## config.mk

```make
export PLATFORM = sky130hd
export DESIGN_NAME = rom_loader
export DESIGN_NICKNAME = d
export VERILOG_FILES = /design/src/rtl/sudoku_pkg.sv /design/src/rtl/cell_idx_cnt.sv /design/src/rtl/rom_loader.sv
export SDC_FILE = /design/constraint.sdc
export NUM_CORES = 1
export LEC_CHECK = 0
export BUFFER_PORTS_ARGS = -buffer_cell sky130_fd_sc_hd__buf_2
export CELL_PAD_IN_SITES_DETAIL_PLACEMENT = 0
export CELL_PAD_IN_SITES_GLOBAL_PLACEMENT = 1
export CORE_MARGIN = 4
export CORE_UTILIZATION = 30
export CTS_CLUSTER_SIZE = 10
export DETAILED_ROUTE_END_ITERATION = 10
export GPL_TIMING_DRIVEN = 0
export PLACE_DENSITY_LB_ADDON = 0.05
export SYNTH_ARGS = -nofsm -noshare
export SYNTH_HDL_FRONTEND = slang
export SYNTH_HIERARCHICAL = 1
export SYNTH_SLANG_ARGS = --single-unit
```

## constraint.sdc

```tcl
create_clock -name clk -period 4.6 [get_ports clk]
set_input_delay 0.46 -clock clk [delete_from_list [all_inputs] [get_ports clk]]
set_output_delay 0.46 -clock clk [all_outputs]
set_load 0.02 [all_outputs]
```

## src/rtl/sudoku_pkg.sv

```systemverilog
// Shared types for the puzzle loader and solver: cell/mask types, grid size, loader states.
package sudoku_pkg;

   localparam int CELLS = 81;
   localparam int N     = 9;

   typedef logic [3:0] cell_t;
   typedef logic [8:0] mask_t;

   typedef enum logic [1:0] {
      IDLE,
      FETCH,
      DONE
   } ld_state_e;

   // One-hot digit bit for values 1..9; only meaningful for nonzero v.
   function automatic mask_t value_bit(input cell_t v);
      return mask_t'(1) << (v - cell_t'(1));
   endfunction

endpackage

```

## src/rtl/cell_idx_cnt.sv

```systemverilog
// Row-major cell index walker: row, col and 3x3 box tracked by counters, no dividers.
module cell_idx_cnt
   import sudoku_pkg::*;
(
   input  logic       clk,
   input  logic       rst,
   input  logic       clr,
   input  logic       adv,
   output logic [3:0] row,
   output logic [3:0] col,
   output logic [3:0] box
);

   logic [3:0] row_q, row_d, col_q, col_d, box_q, box_d, base_q, base_d;
   logic [1:0] csub_q, csub_d, rsub_q, rsub_d;

   always_comb begin
      row_d  = row_q;
      col_d  = col_q;
      box_d  = box_q;
      base_d = base_q;
      csub_d = csub_q;
      rsub_d = rsub_q;
      if (clr) begin
         row_d  = '0;
         col_d  = '0;
         box_d  = '0;
         base_d = '0;
         csub_d = '0;
         rsub_d = '0;
      end else if (adv) begin
         if (col_q == 4'(N - 1)) begin
            col_d  = '0;
            csub_d = '0;
            row_d  = row_q + 4'd1;
            // base_d is the first box of the current band of three rows
            if (rsub_q == 2'd2) begin
               rsub_d = '0;
               base_d = base_q + 4'd3;
            end else begin
               rsub_d = rsub_q + 2'd1;
            end
            box_d = base_d;
         end else begin
            col_d = col_q + 4'd1;
            if (csub_q == 2'd2) begin
               csub_d = '0;
               box_d  = box_q + 4'd1;
            end else begin
               csub_d = csub_q + 2'd1;
            end
         end
      end
   end

   always_ff @(posedge clk or negedge rst) begin
      if (!rst) begin
         row_q  <= '0;
         col_q  <= '0;
         box_q  <= '0;
         base_q <= '0;
         csub_q <= '0;
         rsub_q <= '0;
      end else begin
         row_q  <= row_d;
         col_q  <= col_d;
         box_q  <= box_d;
         base_q <= base_d;
         csub_q <= csub_d;
         rsub_q <= rsub_d;
      end
   end

   assign row = row_q;
   assign col = col_q;
   assign box = box_q;

endmodule

```

## src/rtl/rom_loader.sv

```systemverilog
// Streams the 81 puzzle bytes from ROM, validates each one and unpacks the grid,
// givens mask, empty count and error/conflict flags for the solver core.
//
// state | meaning
// IDLE  | waiting for start; outputs hold the last load
// FETCH | one ROM read and one cell capture per cycle
// DONE  | one-cycle done pulse; results are final
module rom_loader #(
   parameter int  WIDTH = 8,
   parameter int  CELLS = 81,
   localparam int AW    = $clog2(CELLS)
) (
   input  logic               clk,
   input  logic               rst,
   input  logic               start,
   output logic               busy,
   output logic               done,
   output logic               ROM_rd,
   output logic [AW-1:0]      ROM_addr,
   input  logic [WIDTH-1:0]   ROM_data,
   output logic [CELLS*4-1:0] grid,
   output logic [CELLS-1:0]   given,
   output logic [6:0]         empty_cnt,
   output logic               err,
   output logic               conflict
);
   import sudoku_pkg::*;

   ld_state_e          state_q, state_d;
   logic [AW-1:0]      addr_q, addr_d;
   logic [CELLS*4-1:0] grid_q, grid_d;
   logic [CELLS-1:0]   given_q, given_d;
   logic [6:0]         empty_q, empty_d;
   logic               err_q, err_d, conflict_q, conflict_d;
   mask_t              row_mask_q [N], row_mask_d [N];
   mask_t              col_mask_q [N], col_mask_d [N];
   mask_t              box_mask_q [N], box_mask_d [N];

   logic [3:0] row, col, box;
   logic       accept, idx_adv;
   logic       v_bad;
   cell_t      v;
   mask_t      v_bit;

   cell_idx_cnt u_idx (
      .clk (clk),
      .rst (rst),
      .clr (accept),
      .adv (idx_adv),
      .row (row),
      .col (col),
      .box (box)
   );

   assign v_bad = ROM_data > WIDTH'(9);
   assign v     = ROM_data[3:0];
   assign v_bit = value_bit(v);

   // A start on the edge leaving DONE is the IDLE-entry start, so loads run back to back.
   assign accept = start && ((state_q == IDLE) || (state_q == DONE));

   always_comb begin
      state_d    = state_q;
      addr_d     = addr_q;
      grid_d     = grid_q;
      given_d    = given_q;
      empty_d    = empty_q;
      err_d      = err_q;
      conflict_d = conflict_q;
      row_mask_d = row_mask_q;
      col_mask_d = col_mask_q;
      box_mask_d = box_mask_q;
      idx_adv    = 1'b0;

      unique case (state_q)
         IDLE: begin
            if (start) state_d = FETCH;
         end
         FETCH: begin
            idx_adv = 1'b1;
            if (v_bad) begin
               empty_d = empty_q + 7'd1;
               err_d   = 1'b1;
            end else if (v == '0) begin
               empty_d = empty_q + 7'd1;
            end else begin
               grid_d[4*addr_q +: 4] = v;
               given_d[addr_q]       = 1'b1;
               if (|(v_bit & (row_mask_q[row] | col_mask_q[col] | box_mask_q[box])))
                  conflict_d = 1'b1;
               row_mask_d[row] = row_mask_q[row] | v_bit;
               col_mask_d[col] = col_mask_q[col] | v_bit;
               box_mask_d[box] = box_mask_q[box] | v_bit;
            end
            if (addr_q == AW'(CELLS - 1)) state_d = DONE;
            else                          addr_d  = addr_q + AW'(1);
         end
         DONE: begin
            state_d = start ? FETCH : IDLE;
         end
         default: state_d = IDLE;
      endcase

      if (accept) begin
         addr_d     = '0;
         grid_d     = '0;
         given_d    = '0;
         empty_d    = '0;
         err_d      = 1'b0;
         conflict_d = 1'b0;
         row_mask_d = '{default: '0};
         col_mask_d = '{default: '0};
         box_mask_d = '{default: '0};
      end
   end

   always_ff @(posedge clk or negedge rst) begin
      if (!rst) begin
         state_q    <= IDLE;
         addr_q     <= '0;
         grid_q     <= '0;
         given_q    <= '0;
         empty_q    <= '0;
         err_q      <= 1'b0;
         conflict_q <= 1'b0;
         row_mask_q <= '{default: '0};
         col_mask_q <= '{default: '0};
         box_mask_q <= '{default: '0};
      end else begin
         state_q    <= state_d;
         addr_q     <= addr_d;
         grid_q     <= grid_d;
         given_q    <= given_d;
         empty_q    <= empty_d;
         err_q      <= err_d;
         conflict_q <= conflict_d;
         row_mask_q <= row_mask_d;
         col_mask_q <= col_mask_d;
         box_mask_q <= box_mask_d;
      end
   end

   assign busy      = (state_q == FETCH);
   assign done      = (state_q == DONE);
   assign ROM_rd    = (state_q == FETCH);
   assign ROM_addr  = addr_q;
   assign grid      = grid_q;
   assign given     = given_q;
   assign empty_cnt = empty_q;
   assign err       = err_q;
   assign conflict  = conflict_q;

endmodule

```

# Yosys cells after proc, flatten, opt, wreduce, memory -nomap -nowiden
# Cells that the tools add are included.
# totals
regBits	686
inputBits	11
# op_classes
addsub	10
magnitude_cmp	9
n_eq_ne	11
shifts	3
n_mux	83
n_bitwise	10
reduce_logical	24
# ops
cell	n
two-way mux 324 bit	4
two-way mux 81 bit	16
bitwise mux 324 bit	1
variable shift 4 x 34 -> 324 bit (first input constant)	1
indexed part select 4 x 34 -> 324 bit	1
bitwise mux 81 bit	3
binary-select mux 9 bit (select 4 bit)	3
demux 9 bit (select 4 bit)	3
two-way mux 9 bit	9
bitwise OR 81 bit	1
two-way mux 4 bit	14
two-way mux 7 bit	7
bitwise OR 9 bit	5
negation 9 -> 34 bit	1
two-way mux 2 bit	10
>= comparator 5 bit (second input constant)	3
less-than comparator 5 x 1 -> 1 bit (second input constant)	3
inverter 4 -> 5 bit	3
adder 7 x 1 -> 7 bit (second input constant)	2
adder 4 x 1 -> 4 bit (second input constant)	3
AND reduction 2 bit	6
two-way mux 1 bit	11
nonzero test 2 bit	5
AND 9 bit	1
23 further kinds	34

# Logic depth before layout (Yosys ltp)
# depth
depth_word	13
mapped_depth	13
ltp_nobuf	11

# Modules after synthesis
# Netlist, hierarchy kept.
# by_module_without_submodules
mod	instances	cells_per_inst	area_per_inst_um2
rom_loader	1	2908	29075.4
cell_idx_cnt	1	121	1131.1

# Least setup slack after synthesis
# OpenSTA, ideal clock, no wires.
# synth_timing
path_type	flip-flop to flip-flop
startpoint	reg addr_q[1] (netlist: ROM_addr[1])
endpoint	reg grid_q[274] (netlist: grid[274])
arrival_ns	3.019
path_slack_ns	1.499
path_stages_with_launch	12
synth_period_minus_slack_ns	3.101
path_cell_list	dfrtp_1 -> clkbuf_1 -> inv_1 -> ha_1 -> nand2b_1 -> nor3_1 -> ha_1 -> a211o_1 -> nor3_1 -> nand2_1 -> nor2_1 -> mux2i_1
# synth_via
elab_chain_len	7
elab_cells_between_ends	8
classes_between	1 x add/sub; 2 x shift; 5 x mux
# synth_lines
item	line	rtl
start: declaration	rom_loader.sv:30	logic [AW-1:0] addr_q, addr_d;
start signal: assignment	rom_loader.sv:131	addr_q <= addr_d;
negation 9 -> 34 bit *	rom_loader.sv:87	grid_d[4*addr_q +: 4] = v;
indexed part select 4 x 34 -> 324 bit / variable shift 4 x 34 -> 324 bit (equally long branches)	rom_loader.sv:87	
bitwise mux 324 bit *	rom_loader.sv:87	
two-way mux 324 bit *	rom_loader.sv:84	end else if (v == '0) begin
two-way mux 324 bit *	rom_loader.sv:81	if (v_bad) begin
two-way mux 324 bit *	rom_loader.sv:75	unique case (state_q)
two-way mux 324 bit *	rom_loader.sv:104	if (accept) begin
end signal: assignment	rom_loader.sv:132	grid_q <= grid_d;
end: declaration	rom_loader.sv:31	logic [CELLS*4-1:0] grid_q, grid_d;
# Every way passes the cells marked *; elsewhere a longest branch is shown, timed or not. The select of a mux whose other input is x is not followed.
# A chain may end at the register's enable or synchronous reset.

# Worst setup path in the final report
# layout_timing
startpoint	reg addr_q[0] (netlist: ROM_addr[0])
endpoint	reg grid_q[8] (netlist: grid[8])
# The elaborated chain is that of the path after synthesis.

==> results.py <==
metrics = {
    "worst_setup_path": {
        "critPathKind": "reg -> reg",
        "regToRegStartpoint": "ROM_addr[0]$_DFFE_PN0P_",
        "crit_slowest_cell": "nor2_1",
        "crit_chain": "clkbuf_1 -> inv_1 -> ha_1 -> nor2b_1 -> clkbuf_1 -> nor3_1 -> a21oi_1 -> o21ai_1 -> clkbuf_2 -> nand2_1 -> nor2_1 -> mux2i_1",
        "ff2ff_setup_slack_ps": 260,
        "critPathMaxStageDelay_ps": 720,
        "crit_required_ps": 5150,
        "critPathArrivalTime_ps": 4890,
        "cp-start-kind": "flop",
        "crit_fanout": 10,
        "end_kind": "flop",
        "critPathMostFrequentCell": "clkbuf_1",
        "reg2regPathDepth": 12,
        "regToRegEndpoint": "grid[8]$_DFFE_PN0P_",
    },
    "routing": {
        "wl_met3_um": 11020,
        "viasPerCell": 5.297,
        "finalWirelength_um": 129600,
        "drtIter0Drc": 2111,
        "drtPass1Iterations": 5,
        "route.top_layer_used": "met4",
        "drt-wirelength-per-cell_um": 26.41,
        "final_antenna_net_count": 0,
        "dr_wl_met2_um": 60700,
        "wl_met1_um": 54160,
        "drc": 0,
        "vias": 25990,
    },
    "sta": {
        "slew_headroom": 0.1193,
        "finalSetupViolCount": 0,
        "skew_ps": 27.14,
        "final.min_clock_period_ps": 4336,
        "rsz0062_at_grt": "false",
        "drv_slew": 0,
        "hold_violations": 0,
        "timing.hold.ws_ps": 295.0,
        "fmaxAchievable_mhz": 230.6,
        "tightest_slew_ps": 1321,
        "min_period_over_period": 0.9426,
    },
    "finish": {
        "drive_above_1_share": 0.1924,
        "nNetsFinal": 3582,
        "syn2layout_area_growth_pct": 21.81,
        "post-route-util": 0.3679,
        "fin_area_um2": 36790,
    },
    "pwr": {
        "switching_power_mw": 7.645,
        "p_int_mw": 11.49,
        "clkPwrFrac": 0.331,
        "comb_power_share": 0.313,
        "p_leak_nw": 17.74,
        "total_power_mw": 19.13,
        "peakVddDrop_mv": 0.2239,
        "power_frac_seq": 0.357,
        "switching_share": 0.3996,
        "powerDensity_nw_per_um2": 520.0,
    },
    "clock_network": {
        "cts_sinks": 686,
        "htree_num_levels": 3,
        "clock_path_buffers": 3,
        "clkSlewWorstSetupHoldPaths_ps": 60,
        "tritoncts": "yes",
        "insertion_delay_ps": 680,
        "cts_buffers": 84,
        "cts-root-buf": "clkbuf_16",
    },
    "run_status": {
        "status": "complete, no violations",
    },
    "yosys": {
        "synthArstFlopShare": 1.000,
        "netlist_area_um2": 30210,
        "syn_nets": 3051,
        "syn_avg_cell_area_um2": 9.972,
        "ys_ff_latch": 686,
        "synth_top_cell_area_share": 0.5683,
        "yosysTopAreaCell": "dfrtp_1",
        "yosys-top-cells-area": "dfrtp_1, nor2_1, mux2i_1, nand2_1, a21oi_1",
        "post-synth-top-count-cell": "dfrtp_1",
        "seq_area_frac_synth": 0.5683,
        "synthCells": 3029,
        "synth_ff_type": "dfrtp_1",
        "synth_commonest_cells": "dfrtp_1, nor2_1, nand2_1",
        "ys_types": 72,
        "yosysWarnings": 6,
        "synth_edf_count": 0,
    },
    "grt": {
        "grt_max_degree": 123,
        "grt_pass1_vias": 26636,
        "grt_usage": 0.2408,
        "grt_antenna_before_repair": 11,
        "grt_first_pass_wirelength_um": 189600,
        "gr-total-overflow": 0,
    },
    "floorplanning": {
        "die_width_um": 325.3,
        "dieArea_um2": 105800,
        "fp.dieH_um": 325.3,
        "start_util": 0.3021,
        "rows": 116,
        "ios": 435,
        "fp.coreArea_um2": 100000,
    },
    "flow_run": {
        "cap_viol_max_count": 0,
    },
    "place": {
        "gp_congestion": 0.8602,
        "port_buffers": 433,
        "place_area_um2": 34230,
        "dpl.hpwl_um": 94920,
    },
    "worst_hold_path": {
        "hp-class": "in -> async",
    },
}
[kinds of logic after synthesis]
| family | count (synthesis) | synth area share |
|---|---|---|
| AND/OR/NAND/NOR | 1242 | 0.1824 |
| flip-flops | 686 | 0.5683 |
| AO/OA/AOI/OAI | 638 | 0.1239 |
| multiplexers | 218 | 0.08616 |
| buffers and inverters | 215 | 0.02916 |
| XOR/XNOR | 19 | 0.005509 |
| adder cells (fa/ha/maj) | 11 | 0.004556 |
[power groups by stage]
stage / logic (mW) / registers, mW / clock network [mW]
after floorplan: 3.22 / 6.97 / 0
after global placement: 5.92 / 6.92 / 0
after detailed placement: 5.99 / 6.92 / 0
after CTS: 6.01 / 6.82 / 6.52
after global routing: 6.43 / 6.87 / 6.74
final: 5.98 / 6.82 / 6.33
[repair_timing]
item,CTS,global route
buffers inserted,2,0
endpoints found under the hold margin,37,0
endpoints found under the setup margin,26,15
hold buffers,1,0
pin swaps,1,0
gates resized for setup,2,1
[critical path, delay by kind of cell (launching register included)]
kind	cells	cell delay, ps
buf+inv	4	1300
simple gates	4	1250
compound gates	2	680
flops	1	390
fa+ha+maj	1	330
mux	1	280
[cell type report]
class / instances / area (um2)
Timing Repair Buffer: 445 / 2397
Fill cell: 10097 / 63210
Inverter: 18 / 67.56
Buffer: 197 / 814.5
Antenna cell: 2 / 5.005
Sequential cell: 686 / 17170
Multi-Input combinational cell: 2128 / 12190
Clock inverter: 10 / 117.6
Tap cell: 1298 / 1624
Clock buffer: 123 / 2410
[worst max-delay path by stage]
stage,slack [ps],endpoint,from,cells past startpoint
floorplan,1500,grid[274]$_DFFE_PN0P_,ROM_addr[1]$_DFFE_PN0P_,11
global placement,-12000,given[46]$_DFFE_PN0P_,rst,1
detailed placement,-1110,grid[322]$_DFFE_PN0P_,ROM_data[2],8
CTS,110,grid[49]$_DFFE_PN0P_,ROM_data[2],10
global route,160,grid[5]$_DFFE_PN0P_,ROM_addr[0]$_DFFE_PN0P_,12
finish,260,grid[8]$_DFFE_PN0P_,ROM_addr[0]$_DFFE_PN0P_,12
[per-stage QoR]
stage	TNS [ps]	std cells	setup WS (ps)
floorplan	0	3029	1499
global placement	-8179320	4760	-12000
detailed placement	-44410	4769	-1115
CTS	0	4905	110.5
global route	0	4905	163.9
finish	0	4907	264.0
[metal layers]
metal / track usage / up-vias
met1: 0.3135 / 13249
li1: - / 11636
met3: 0.07233 / 188
met4: 0.06686 / 0
met2: 0.3900 / 917
met5: 0 / -
[registers in the layout, indices dropped and copies added, names as in the netlist]
register	flops
box_mask_q	81
err	1
u_idx/rsub_q	2
row_mask_q	81
state_q	2
u_idx/row	4
u_idx/base_q	4
u_idx/box	4
conflict	1
empty_cnt	7
grid	324
given	81
u_idx/col	4
u_idx/csub_q	2
col_mask_q	81
ROM_addr	7
[placed cells by master (no fill, tap or decap), types with 14 or more instances in the layout]
cell / netlist / routed
nand2b_1: 19 / 19
inv_1: 16 / 16
and3_1: 21 / 21
dfrtp_1: 686 / 686
a211oi_1: 50 / 50
and2_1: 17 / 17
nand3_1: 223 / 223
o31ai_1: 74 / 74
nor2_1: 506 / 504
buf_1: 22 / 22
a31oi_1: 23 / 23
a31o_2: 16 / 16
nand2_1: 334 / 334
mux2_2: 36 / 36
a21oi_1: 234 / 234
nor3_1: 32 / 30
buf_2: 12 / 444
clkbuf_1: 152 / 175
mux2i_1: 152 / 152
o21ai_0: 192 / 192
mux4_2: 30 / 30
clkbuf_8: 0 / 14
clkbuf_16: 0 / 85
Note: power is estimated with default switching activity, not from simulation.
